--- src/rtl/patdet_pkg.sv ---
// +--------------------------------------------------------------------------+
// | patdet_pkg: shared types, defaults and length clamp for pattern_det_ctrl |
// | Revision: 1.0                                                            |
// +--------------------------------------------------------------------------+
`default_nettype none

package patdet_pkg;

  typedef enum logic [1:0] {
    ST_IDLE = 2'b00,
    ST_RUN  = 2'b01,
    ST_DONE = 2'b10
  } state_t;

  localparam int C_PAT_W_DEFAULT = 4;
  localparam int C_CNT_W_DEFAULT = 8;

  // A zero length still compares one bit; anything wider than the register is cut to fit.
  function automatic int clamp_len(input int len, input int pat_w);
    if (len < 1) return 1;
    if (len > pat_w) return pat_w;
    return len;
  endfunction

endpackage

`default_nettype wire

--- src/rtl/patdet_match.sv ---
// +--------------------------------------------------------------------------+
// | patdet_match: history shift register, fill count and masked compare      |
// | Revision: 1.0                                                            |
// +--------------------------------------------------------------------------+
`default_nettype none

module patdet_match
  import patdet_pkg::*;
#(
  parameter int PAT_W = C_PAT_W_DEFAULT,
  parameter int LEN_W = $clog2(PAT_W) + 1
) (
  input  logic             clk,
  input  logic             rst,
  input  logic             clear,
  input  logic             shift_en,
  input  logic             x,
  input  logic [PAT_W-1:0] pattern,
  input  logic [LEN_W-1:0] len,
  input  logic             overlap,
  output logic             match
);

  logic [PAT_W-1:0] r_hist;
  logic [LEN_W-1:0] r_fill;
  logic [PAT_W-1:0] w_next_hist;
  logic [PAT_W-1:0] w_mask;
  logic             w_fill_ok;

  assign w_next_hist = {r_hist[PAT_W-2:0], x};

  always_comb begin
    w_mask = '0;
    for (int i = 0; i < PAT_W; i++) begin
      w_mask[i] = (LEN_W'(i) < len);
    end
  end

  // The current bit counts toward the fill, hence the +1.
  assign w_fill_ok = ((LEN_W+1)'(r_fill) + (LEN_W+1)'(1)) >= (LEN_W+1)'(len);
  assign match     = shift_en & w_fill_ok &
                     (((w_next_hist ^ pattern) & w_mask) == '0);

  always_ff @(posedge clk) begin
    if (rst || clear) begin
      r_hist <= '0;
      r_fill <= '0;
    end else if (shift_en) begin
      r_hist <= w_next_hist;
      if (match && !overlap) begin
        r_fill <= '0;
      end else if (r_fill != LEN_W'(PAT_W)) begin
        r_fill <= r_fill + LEN_W'(1);
      end
    end
  end

endmodule

`default_nettype wire

--- src/rtl/pattern_det_ctrl.sv ---
// +--------------------------------------------------------------------------+
// | pattern_det_ctrl: configurable serial pattern detector with hit limit.   |
// | Option: PATDET_HIT_REG_EN registers hit (one-cycle delayed pulse).       |
// | Revision: 1.0                                                            |
// +--------------------------------------------------------------------------+
`default_nettype none

module pattern_det_ctrl
  import patdet_pkg::*;
#(
  parameter int PAT_W = C_PAT_W_DEFAULT,
  parameter int LEN_W = $clog2(PAT_W) + 1,
  parameter int CNT_W = C_CNT_W_DEFAULT
) (
  input  logic             clk,
  input  logic             rst,
  input  logic             cfg_valid,
  output logic             cfg_ready,
  input  logic [PAT_W-1:0] cfg_pattern,
  input  logic [LEN_W-1:0] cfg_len,
  input  logic             cfg_overlap,
  input  logic [CNT_W-1:0] cfg_limit,
  input  logic             clr,
  input  logic             x_valid,
  input  logic             x,
  output logic             hit,
  output logic [CNT_W-1:0] match_cnt,
  output logic             busy,
  output logic             done
);

  state_t           r_state;
  logic [PAT_W-1:0] r_pattern;
  logic [LEN_W-1:0] r_len;
  logic             r_overlap;
  logic [CNT_W-1:0] r_limit;
  logic [CNT_W-1:0] r_cnt;

  logic             w_accept;
  logic             w_shift;
  logic             w_match;
  logic [CNT_W-1:0] w_cnt_inc;

  assign cfg_ready = (r_state == ST_IDLE) & ~clr;
  assign busy      = (r_state == ST_RUN);
  assign done      = (r_state == ST_DONE);
  assign match_cnt = r_cnt;

  assign w_accept  = cfg_valid & cfg_ready;
  assign w_shift   = (r_state == ST_RUN) & x_valid & ~clr;
  assign w_cnt_inc = (&r_cnt) ? r_cnt : r_cnt + CNT_W'(1);

  patdet_match #(
    .PAT_W (PAT_W),
    .LEN_W (LEN_W)
  ) u_match (
    .clk      (clk),
    .rst      (rst),
    .clear    (clr | w_accept),
    .shift_en (w_shift),
    .x        (x),
    .pattern  (r_pattern),
    .len      (r_len),
    .overlap  (r_overlap),
    .match    (w_match)
  );

  always_ff @(posedge clk) begin
    if (rst) begin
      r_state   <= ST_IDLE;
      r_pattern <= '0;
      r_len     <= '0;
      r_overlap <= 1'b0;
      r_limit   <= '0;
      r_cnt     <= '0;
    end else if (clr) begin
      r_state <= ST_IDLE;
      r_cnt   <= '0;
    end else begin
      case (r_state)
        ST_IDLE: begin
          if (w_accept) begin
            r_pattern <= cfg_pattern;
            r_len     <= LEN_W'(clamp_len(int'(cfg_len), PAT_W));
            r_overlap <= cfg_overlap;
            r_limit   <= cfg_limit;
            r_cnt     <= '0;
            r_state   <= ST_RUN;
          end
        end
        ST_RUN: begin
          if (w_match) begin
            r_cnt <= w_cnt_inc;
            if ((r_limit != '0) && (w_cnt_inc == r_limit)) begin
              r_state <= ST_DONE;
            end
          end
        end
        ST_DONE: begin
          r_state <= ST_DONE;
        end
        default: begin
          r_state <= ST_IDLE;
        end
      endcase
    end
  end

`ifdef PATDET_HIT_REG_EN
  logic r_hit;

  always_ff @(posedge clk) begin
    if (rst || clr) begin
      r_hit <= 1'b0;
    end else begin
      r_hit <= w_match;
    end
  end

  assign hit = r_hit;
`else
  assign hit = w_match;
`endif

endmodule

`default_nettype wire

--- config.mk ---
export PLATFORM = sky130hd
export DESIGN_NAME = pattern_det_ctrl
export DESIGN_NICKNAME = d
export VERILOG_FILES = /design/src/rtl/patdet_pkg.sv /design/src/rtl/patdet_match.sv /design/src/rtl/pattern_det_ctrl.sv
export SDC_FILE = /design/constraint.sdc
export NUM_CORES = 1
export LEC_CHECK = 0
export ABC_AREA = 1
export BUFFER_PORTS_ARGS = -buffer_cell sky130_fd_sc_hd__buf_2
export CAP_MARGIN = 20
export CORE_ASPECT_RATIO = 1.75
export CORE_UTILIZATION = 40
export CTS_BUF_LIST = sky130_fd_sc_hd__clkbuf_16
export CTS_CLUSTER_DIAMETER = 120
export DETAILED_ROUTE_END_ITERATION = 16
export PLACE_DENSITY = 0.62
export SLEW_MARGIN = 40
export SYNTH_ARGS = -nofsm -noshare
export SYNTH_HDL_FRONTEND = slang
export SYNTH_HIERARCHICAL = 1
export SYNTH_SLANG_ARGS = --single-unit
--- constraint.sdc ---
create_clock -name clk -period 2.26 [get_ports clk]
set_clock_uncertainty 0.15 [all_clocks]
set_input_delay 0.226 -clock clk [delete_from_list [all_inputs] [get_ports clk]]
set_output_delay 0.226 -clock clk [all_outputs]
set_load 0.02 [all_outputs]
# Word-level counts from Yosys, hierarchy flattened
# Cells that the tools add are included.
# totals
ff_bits,32
elab_cells,75
input_bits,22
output_inout_bits,12
# op_classes
reduce_logical,15
bitwise,10
eq_ne,7
magnitude_cmp,7
muxes,25
addsub,3
# op_table
cell,n
$mux 8,3
$pmux 8 s2,1
$mux 3,5
$mux 1,12
$reduce_and 3->1,3
$add 8x1->8 const B,1
$eq 8x8->1,1
$reduce_and 8->1,1
$reduce_bool 8->1,1
$and 1x1->1,6
$lt 1x3->1 const A,2
$lt 2x3->1 const A,2
$mux 2,3
$pmux 2 s3,1
$add 3x1->4 const B,1
$and 4x4->4,1
$ge 4x3->1,1
$logic_not 4->1,1
$ne 2x1->1 const B,2
$reduce_bool 2->1,2
$xor 4x4->4,1
$add 3x1->3 const B,1
$gt 3x3->1 const B,1
$lt 3x1->1 const B,1
other kinds (12),13

# Logic depth before layout (Yosys ltp)
# Gate-level depths: netlist (run 1).
# logic_depth
depth_word,14
ltp_mapped,15

# By module
# Netlist (run 1), hierarchy kept.
# by_module_without_submodules
mod,area_each_um2,seq_area_each_um2,cells_each,instances
pattern_det_ctrl,1415.1,520.5,211,1
patdet_match,526.8,120.1,88,1

# Least setup slack after synthesis (run 1)
# OpenSTA, ideal clock, no wires.
# synth_path
path_type,reg-to-reg
from,reg u_match.r_fill[0]
to,"reg r_cnt[0], in the netlist match_cnt[0]"
stages_incl_launch_ff,14
synth_period_minus_slack_ps,2353
setup_ps,70
path_buffers,0
setup_slack_ps,-93
arrival_time_ps,2133
path_cell_list,dfxtp_1 inv_1 ha_1 ha_1 o21ai_0 nand2_1 nand2_1 nand2_1 and2_2 o22ai_1 inv_1 o21ai_1 nand2_1 a21oi_1
# synth_via
elab_chain_len,6
# synth_lines
element,line_no,text
"start, declared",patdet_match.sv:25,logic [LEN_W-1:0] r_fill;
"start signal, assigned",patdet_match.sv:53,r_fill <= r_fill + LEN_W'(1);
$add 3x1->4,patdet_match.sv:40,assign w_fill_ok = ((LEN_W+1)'(r_fill) + (LEN_W+1)'(1)) >= (LEN_W+1)'(len);
$ge 4x3->1,patdet_match.sv:40,
$and 1x1->1 (2 in a row),patdet_match.sv:41,assign match = shift_en & w_fill_ok &
net hit,pattern_det_ctrl.sv:26,"output logic hit,"
$ne 2x1->1 (no line),n/a,
$reduce_and 3->1 (no line),n/a,
"end signal, assigned",pattern_det_ctrl.sv:93,r_cnt <= w_cnt_inc;
"end, declared",pattern_det_ctrl.sv:37,logic [CNT_W-1:0] r_cnt;
# The timed path passes the listed nets, and every way through them passes these cells.
# A chain may end at the register's enable or synchronous reset.

# Worst setup path in the final report (run 1)
# layout_path
from,reg u_match.r_fill[0]
to,out hit
# layout_via
elab_chain_len,4
# layout_lines
element,line_no
$add 3x1->4,patdet_match.sv:40
$ge 4x3->1,patdet_match.sv:40
$and 1x1->1 (2 in a row),patdet_match.sv:41
"end, declared",pattern_det_ctrl.sv:26
# Every way passes these cells.

==> results of run 1 <==
## how the worst max path moves through the flow
stage,start,end,cells past startpoint
after detailed placement,u_match/r_fill[1],match_cnt[7],13
after CTS,u_match/r_fill[1],match_cnt[7],13
final,u_match/r_fill[0],hit,8
after floorplan,u_match/r_fill[0],match_cnt[2],13
after global placement,u_match/r_fill[1],match_cnt[6],13
after global routing,u_match/r_fill[0],match_cnt[7],14
## where the power goes
group | internal, mW | switching [mW] | total, mW | leakage (nW)
combinational | 0.0935 | 0.139 | 0.232 | 0.772
sequential | 0.589 | 0.0199 | 0.609 | 0.262
clock | 0.395 | 0.234 | 0.628 | 0.0709
## sequential cells by signal, indices dropped and copies added (netlist names)
register        cells
u_match/r_fill      3
r_pattern           4
r_overlap           1
u_match/r_hist      3
r_len               3
match_cnt           8
r_limit             8
r_state             2
## per-layer routing
metal | routed length (microns) | vias up
li1 | - | 1040
met1 | 1800 | 931
met2 | 2890 | 29
met3 | 111 | 15
met4 | 189 | 0
met5 | 0 | -
## cell usage in the layout, fill, tap and decap left out, types with 9 or more instances in the layout
cell type / n
buf_4: 11
nor2_1: 32
nand2_2: 10
dfxtp_1: 30
inv_1: 42
nand3_1: 31
nand2_1: 80
a211oi_1: 9
buf_2: 33
a21oi_1: 12
## kinds of logic after synthesis
kind of cell             Yosys count
AO/OA/AOI/OAI                     36
XOR/XNOR                           3
adder cells (fa/ha/maj)           10
buffers and inverters             50
flip-flops                        32
AND/OR/NAND/NOR                  168
## cell usage after synthesis, drive strengths merged
master  count  area, sq um
a211oi      9         67.6
a21oi      17         88.8
a22oi       1         7.51
and2        1         7.51
buf         1         11.3
clkbuf      4         15.0
clkinv      1         3.75
dfxtp      32          641
ha         10          125
inv        44          165
nand2      91          364
nand3      33          175
nand4       1         6.26
nor2       38          163
nor3        1         5.00
nor4        2         12.5
o21a        1         7.51
o21ai       6         30.0
o21bai      1         7.51
o22ai       1         6.26
or2         1         6.26
xnor2       1         8.76
xor2        2         17.5
## through the flow
step	cells	TNS, ns	area, sq um	utilization
6_report	398	0	2480	0.533
5_1_grt	398	-0.0879	2480	0.533
2_1_floorplan	299	0	1960	-
3_3_place_gp	391	0	2250	0.482
4_1_cts	398	0	2390	0.513
3_5_place_dp	391	-0.0152	2250	0.482
## tightest hold or removal path, stage by stage
cell and delay (ns):
buf_2 0.09, nand2_1 0.05, a21oi_1 0.05
## area by class of cell
| class | instances | area [sq um] | share of cell area |
|---|---|---|---|
| multi-input cells | 217 | 1210 | 0.488 |
| flip-flops and latches | 32 | 646 | 0.260 |
| repair buffers | 45 | 259 | 0.104 |
| inverters | 45 | 169 | 0.0680 |
| clock buffers | 5 | 125 | 0.0504 |
| well taps | 52 | 65.1 | 0.0262 |
| clock inverters | 2 | 8.76 | 0.00352 |
## what timing repair did
action                                  4_1_cts  5_1_grt
resized for setup                             1       25
endpoints found under the setup margin        7       11
pin swaps                                     0        6
==> out/results.ini, run 1 <==
[sta]
hold_ws_ns=0.0434
slew_violations=0
worst_slew_pin_slew_ns=0.382
layout_min_cycle_time_ns=2.15
timing.fmax_ghz=0.466
report.final.setup_viol=0
relSlewSlack=0.745
fin_crit_sh=0.950
hold_viol=0
setup_ws_ns=0.114

[yosys]
synth_fa_ha_area_frac=0.0644
yosys_warnings=6
synth-compound-area-share=0.111
ys_types=30
synth_area_sq_um=1940
synth_fp_nets=331
yosys.area_share.simple=0.381
synth-xor-area-share=0.0135
synth-seq-area-share=0.330
synth_cells=299
avgSynthCellArea_sq_um=6.49
synth_top_family_by_area=simple AND/OR/NAND/NOR gates
synth_mux_area_frac=0
ys_ff_latch=32

[clocking]
cts_tree=yes
cts_made_buffers=5
insertion_delay_ns=0.28
post_cts_buffers=0
cts_hold_buf=0
cts_max_level=2
cts.path.max_buffers=2
cts_root_buf=clkbuf_16
clock_sinks=32
cts.clk_slew.worst_paths_ns=0.05

[floorplanning]
die_area_sq_um=5150
io-pin-count=34
start_util=0.416
placementRows=33
core_area_sq_um=4670
die_y_microns=94.2
die_w_microns=54.7

[critical_path]
crit_path_cell_trace=buf_6 > ha_4 > xor2_2 > ha_2 > nand2_2 > nand2_2 > and2_4 > buf_2
crit_type=register to output pin
cp_slowest_cell=dfxtp_2
path_buf_inv=2
path_max_fanout=4
crit_top_cell=nand2_2
crit_family=adder cells
endpoint_kind=output pin
setup.reg_to_reg.worst_slack_ns=0.11
r2r_start=u_match/r_fill[0]
critPathLaunchType=register
cp.required_ns=1.88
critical-path-max-stage-delay_ns=0.32
cp.arrival_ns=1.77
r2r-end=match_cnt[1]
r2r_cells=12

[layout]
area_growth_pct=28.0
nets=378
layout-drive-gt1-share=0.260
fill_cells=493
antenna_cells=0

[global_routing]
overflow=0
gr-usage-met1=0.191
use_met2=0.404
grt_first_pass_wirelength_microns=7730
grt_max_degree=25
grt_use_met3=0.0405
grt_pass1_vias=1788
grt_usage=0.212
gr-max-usage-layer=met2
antenna_found_initial=0

[run]
maxCapViolations=0

[pwr]
vdd_drop_max_v=0.000467
cellPowerDensity_nw_per_um2=591
finalPower_mw=1.47
leakagePower_nw=1.10

[detailed_routing]
dr.pass1.iters=4
ant_nets=0
wl_per_cell_microns=12.5
vias=2015
wirelength_microns=4990
drt_iter0_markers=29
vias_per_cell=5.06
drc=0

[placed_design]
port_buffers=33
place_hpwl_microns=3860
dp_worst_setup_slack_ns=-0.0127
place_congestion=0.826

[worst_hold_path]
holdPathStages=3
worstHoldEndpoint=r_pattern[0]
min-delay-start=cfg_pattern[0]
min_path_type=input pin to register

[status]
outcome=finished clean

Note: power is estimated with default switching activity, not from simulation.
==> run 2: changes to the inputs <==
--- a/config.mk
+++ b/config.mk
@@ -17,5 +17,4 @@
 export SLEW_MARGIN = 40
 export SYNTH_ARGS = -nofsm -noshare
 export SYNTH_HDL_FRONTEND = slang
-export SYNTH_HIERARCHICAL = 1
 export SYNTH_SLANG_ARGS = --single-unit
==> out/results.ini, run 2 <==
[status]
outcome=finished, violations left
violations=setup timing

[global_routing]
gr-usage-met1=0.191
grt_max_degree=24
grt_usage=0.216
grt_use_met3=0.0421
gr-max-usage-layer=met2
antenna_found_initial=0
grt_first_pass_wirelength_microns=7960
grt_pass1_vias=1854
use_met2=0.407
overflow=0

[layout]
final_util=0.572
antenna_cells=0
layout-drive-gt1-share=0.312
nets=380
final_cell_count_no_fill=401
fill_cells=458
final_cell_mix=nand2_1, inv_1, buf_2
layout_commonest_cell=nand2_1
area_growth_pct=37.5

[yosys]
synth_top_cell_by_area=dfxtp_1
synth_cells=288
yosys.area_share.simple=0.343
yosys_warnings=0
synth-compound-area-share=0.141
synthTopCellsByCount=nand2_1, inv_1, dfxtp_1
ys_types=30
synth_top_area_share=0.330
synth.area.top_cells=dfxtp_1, nand2_1, inv_1
synth-seq-area-share=0.330
yosysMostFrequentCell=nand2_1
ys_ff_latch=32
synth_fp_nets=320
synth_edf_count=0
synth_area_sq_um=1940
avgSynthCellArea_sq_um=6.74
synth_mux_area_frac=0
synth-xor-area-share=0.0226
synth_fa_ha_area_frac=0.0644
async_flop_share=0
synth_top_family_by_area=simple AND/OR/NAND/NOR gates
ys.flop_type=dfxtp_1

[detailed_routing]
dr.pass1.iters=4
vias_per_cell=5.02
drt_iter0_markers=36
vias=2015
wirelength_microns=5130
wl_per_cell_microns=12.8
drc=0
ant_nets=0

[critical_path]
r2r_cells=12
crit_family=adder cells
r2r_start=u_match.r_fill[0]
path_max_fanout=3
cp_slowest_cell=dfxtp_2
endpoint_kind=output pin
crit_type=register to output pin
r2r-end=match_cnt[6]
critPathLaunchType=register
setup.reg_to_reg.worst_slack_ns=-0.03
path_buf_inv=4
critical-path-max-stage-delay_ns=0.35
crit_path_cell_trace=inv_2 > ha_4 > ha_4 > a21boi_2 > o21ai_1 > nand3b_1 > nand3_2 > inv_2 > buf_6 > buf_6
cp.required_ns=1.88
cp.arrival_ns=1.95

[clocking]
cts_max_level=2
cts_root_buf=clkbuf_16
cts_tree=yes
cts.path.max_buffers=2
cts.clk_slew.worst_paths_ns=0.05
insertion_delay_ns=0.27
cts_hold_buf=0
clock_sinks=32
cts_made_buffers=5

[sta]
slew_violations=0
hold_viol=0
relSlewSlack=0.704
setup_ws_ns=-0.0627
timing.fmax_ghz=0.431
worst_slew_pin_slew_ns=0.440
layout_min_cycle_time_ns=2.32
fin_crit_sh=1.03
report.final.setup_viol=7
rsz0062_at_grt=true

[floorplanning]
core_area_sq_um=4670
io-pin-count=34
start_util=0.416
die_area_sq_um=5150
placementRows=33
die_y_microns=94.2
die_w_microns=54.7

[run]
maxCapViolations=0

[worst_hold_path]
min_path_type=input pin to register
holdPathStages=3
min-delay-start=cfg_pattern[3]
worstHoldEndpoint=r_pattern[3]

[placed_design]
place_hpwl_microns=3820
placed_cells=382
port_buffers=33
place_congestion=0.775

[pwr]
vdd_drop_max_v=0.000416
leakagePower_nw=1.26
cellPowerDensity_nw_per_um2=599

[run 2: cell types whose count changed after synthesis, moves of 4 or more]
cell	change
nor2_1	-7
nand2_1	-6
inv_1	-5
nand2_2	-5
nand4_1	+5
a21oi_1	+4
[run 2: stage by stage]
step | setup TNS (ns) | cell area [sq um] | total power [mW] | setup slack, ns | hold slack [ns]
4_1_cts | -0.101 | 2520 | 1.59 | -0.0556 | 0.0488
2_1_floorplan | 0 | 1950 | 0.754 | 0.000610 | 0.219
6_report | -0.131 | 2670 | 1.60 | -0.0627 | 0.0472
5_1_grt | -1.71 | 2670 | 1.67 | -0.159 | 0.0510
3_3_place_gp | 0 | 2260 | 0.826 | 0.0256 | 0.319
3_5_place_dp | -0.531 | 2260 | 0.829 | -0.0774 | 0.323
[run 2: worst max-delay path by stage]
stage	startpoint	depth (start not counted)	end
2_1_floorplan	u_match.r_fill[0]	11	match_cnt[0]
3_3_place_gp	u_match.r_fill[0]	11	match_cnt[0]
3_5_place_dp	u_match.r_fill[0]	10	match_cnt[6]
4_1_cts	u_match.r_fill[0]	11	hit
5_1_grt	u_match.r_fill[0]	12	u_match.r_fill[1]
6_report	u_match.r_fill[0]	10	hit
[run 2: kinds of logic after synthesis]
| kind of cell | after synthesis |
|---|---|
| adder cells (fa/ha/maj) | 10 |
| XOR/XNOR | 5 |
| flip-flops | 32 |
| AND/OR/NAND/NOR | 149 |
| AO/OA/AOI/OAI | 44 |
| buffers and inverters | 48 |
[run 2: where the power goes]
| part | internal [mW] | switching [mW] |
|---|---|---|
| combinational | 0.100 | 0.136 |
| sequential | 0.590 | 0.0177 |
| clock | 0.513 | 0.242 |
[run 2: layout make-up]
cell class | count | area [sq um] | share of cell area
tap | 52 | 65.1 | 0.0244
timing repair buffer | 60 | 400 | 0.150
multi-input combinational | 208 | 1240 | 0.466
inverter | 41 | 154 | 0.0576
clock buffer | 5 | 125 | 0.0469
sequential | 32 | 643 | 0.241
clock inverter | 3 | 38.8 | 0.0145
[run 2: what timing repair did]
action,CTS,global route
pin swaps,4,16
endpoints found under the setup margin,13,14
setup buffers,6,5
gates resized for setup,17,30
[run 2: metal layers]
metal | wire length [microns] | share of wire
met5 | 0 | 0
met4 | 189 | 0.037
met3 | 136 | 0.027
met2 | 2980 | 0.58
met1 | 1830 | 0.36
[run 2: worst register-to-register path, delay by kind of cell (launching register included)]
family	cells	cell delay (ns)
buffers and inverters	3	0.41
and+or+nand+nor	3	0.32
AOI/OAI and AO/OA	4	0.50
adders and majority gates	2	0.49
DFF	1	0.35
==> run 3: changes to the inputs <==
--- a/config.mk
+++ b/config.mk
@@ -6,14 +6,14 @@
 export NUM_CORES = 1
 export LEC_CHECK = 0
 export ABC_AREA = 1
-export BUFFER_PORTS_ARGS = -buffer_cell sky130_fd_sc_hd__buf_2
 export CAP_MARGIN = 20
 export CORE_ASPECT_RATIO = 1.75
 export CORE_UTILIZATION = 40
 export CTS_BUF_LIST = sky130_fd_sc_hd__clkbuf_16
 export CTS_CLUSTER_DIAMETER = 120
 export DETAILED_ROUTE_END_ITERATION = 16
-export PLACE_DENSITY = 0.62
+export DONT_BUFFER_PORTS = 1
+export PLACE_DENSITY = 0.55
 export SLEW_MARGIN = 40
 export SYNTH_ARGS = -nofsm -noshare
 export SYNTH_HDL_FRONTEND = slang
==> out/results.ini, run 3 (synthesis gave the netlist of run 2 again) <==
[global_routing]
gr-max-usage-layer=met2
antenna_found_initial=0
gr-usage-met1=0.211
grt_first_pass_wirelength_microns=8100
grt_pass1_vias=1864
use_met2=0.414
grt_use_met3=0.0405
overflow=0
grt_max_degree=20
grt_usage=0.219

[detailed_routing]
wirelength_microns=4970
ant_nets=0
vias_per_cell=5.02
drc=0
wl_per_cell_microns=13.0
vias=1918
drt_iter0_markers=52
dr.pass1.iters=4

[clocking]
insertion_delay_ns=0.28
clock_sinks=32
cts_max_level=2
cts_made_buffers=5
cts_tree=yes
cts.path.max_buffers=2
cts.clk_slew.worst_paths_ns=0.05
cts_root_buf=clkbuf_16

[pwr]
cellPowerDensity_nw_per_um2=608
vdd_drop_max_v=0.000693
p_comb_frac=0.136
clockPowerShare=0.479
p_int_mw=1.19
netSwitchingPower_mw=0.385
switching_share=0.244
power_frac_seq=0.386
finalPower_mw=1.58
leakagePower_nw=1.12

[placed_design]
port_buffers=0
placed_cells=351
place_congestion=0.767
place_hpwl_microns=3670
dp_worst_setup_slack_ns=-0.0674

[sta]
fin_setup_tns_ns=-0.176
worst_slew_pin_slew_ns=0.645
fin_crit_sh=1.02
timing.fmax_ghz=0.432
hold_viol=1
layout_min_cycle_time_ns=2.31
rsz0062_at_grt=true
slew_violations=0
relSlewSlack=0.569
hold_ws_ns=-0.0134
setup_ws_ns=-0.0544
report.final.setup_viol=9

[layout]
nets=361
area_growth_pct=33.5
layout_commonest_cell=nand2_1
layout-drive-gt1-share=0.182
antenna_cells=0
final_util=0.556
final_cell_mix=nand2_1, inv_1, dfxtp_1
final_cell_count_no_fill=382

[worst_hold_path]
min_path_type=input pin to register

[critical_path]
critPathLaunchType=register
cp.arrival_ns=2.37
endpoint_kind=register
path_max_fanout=8
crit_type=register to register
cp.required_ns=2.32

[status]
violations=hold timing, setup timing
outcome=finished, violations left

[floorplanning]
die_y_microns=94.2
core_area_sq_um=4670
die_w_microns=54.7
die_area_sq_um=5150
placementRows=33
start_util=0.416
io-pin-count=34

[run]
maxCapViolations=0

## run 3: what timing repair did
item                       4_1_cts  5_1_grt
setup endpoints to repair       11       15
hold buffers                    16        0
buffers inserted                 5        2
gates resized for setup         15       15
pin swaps                        6       14
hold endpoints to repair        18        0
## run 3: final timing paths
kind                     start            to  slack (ns)  depth (start not counted)
max          u_match.r_fill[1]  match_cnt[5]       -0.05                         11
min               cfg_limit[5]    r_limit[5]       -0.01                          2
max reg2reg  u_match.r_fill[1]  match_cnt[5]       -0.05                         11
min reg2reg          r_overlap     r_overlap        0.32                          2
## run 3: power groups by stage
stage	Combinational (mW)	Sequential, mW	Clock (mW)
finish	0.214	0.608	0.754
detailed placement	0.175	0.620	0
floorplan	0.140	0.614	0
global route	0.242	0.611	0.799
global placement	0.173	0.619	0
CTS	0.206	0.608	0.775
## run 3: through the flow
| step | hold WS (ns) | area (sq um) |
|---|---|---|
| 4_1_cts | 0.00226 | 2520 |
| 2_1_floorplan | 0.219 | 1950 |
| 3_5_place_dp | 0.149 | 2110 |
| 5_1_grt | 0.00297 | 2590 |
| 3_3_place_gp | 0.148 | 2110 |
| 6_report | -0.0134 | 2590 |
## run 3: cell type report
class / count / area, sq um
inverters: 41 / 156
flip-flops and latches: 32 / 643
clock buffers: 5 / 125
repair buffers: 41 / 359
clock inverters: 3 / 37.5
multi-input cells: 208 / 1210
fillers: 452 / 2070
well taps: 52 / 65.1
## run 3: layer usage
| layer | up-vias | share of wire | routed length (microns) |
|---|---|---|---|
| li1 | 1016 | - | - |
| met1 | 871 | 0.37 | 1850 |
| met2 | 25 | 0.59 | 2920 |
| met3 | 6 | 0.022 | 107 |
| met4 | 0 | 0.018 | 87 |
| met5 | - | 0 | 0 |
## run 3: critical path, cell delays in order, from the launching register on
cell      delay (ns)
dfxtp_2         0.33
buf_6           0.12
ha_4            0.15
xnor2_2         0.15
inv_1           0.07
ha_1            0.27
o21ai_1         0.06
nand3b_1        0.15
nand3_4         0.12
a211oi_4        0.40
nand2_1         0.12
a21oi_2         0.15
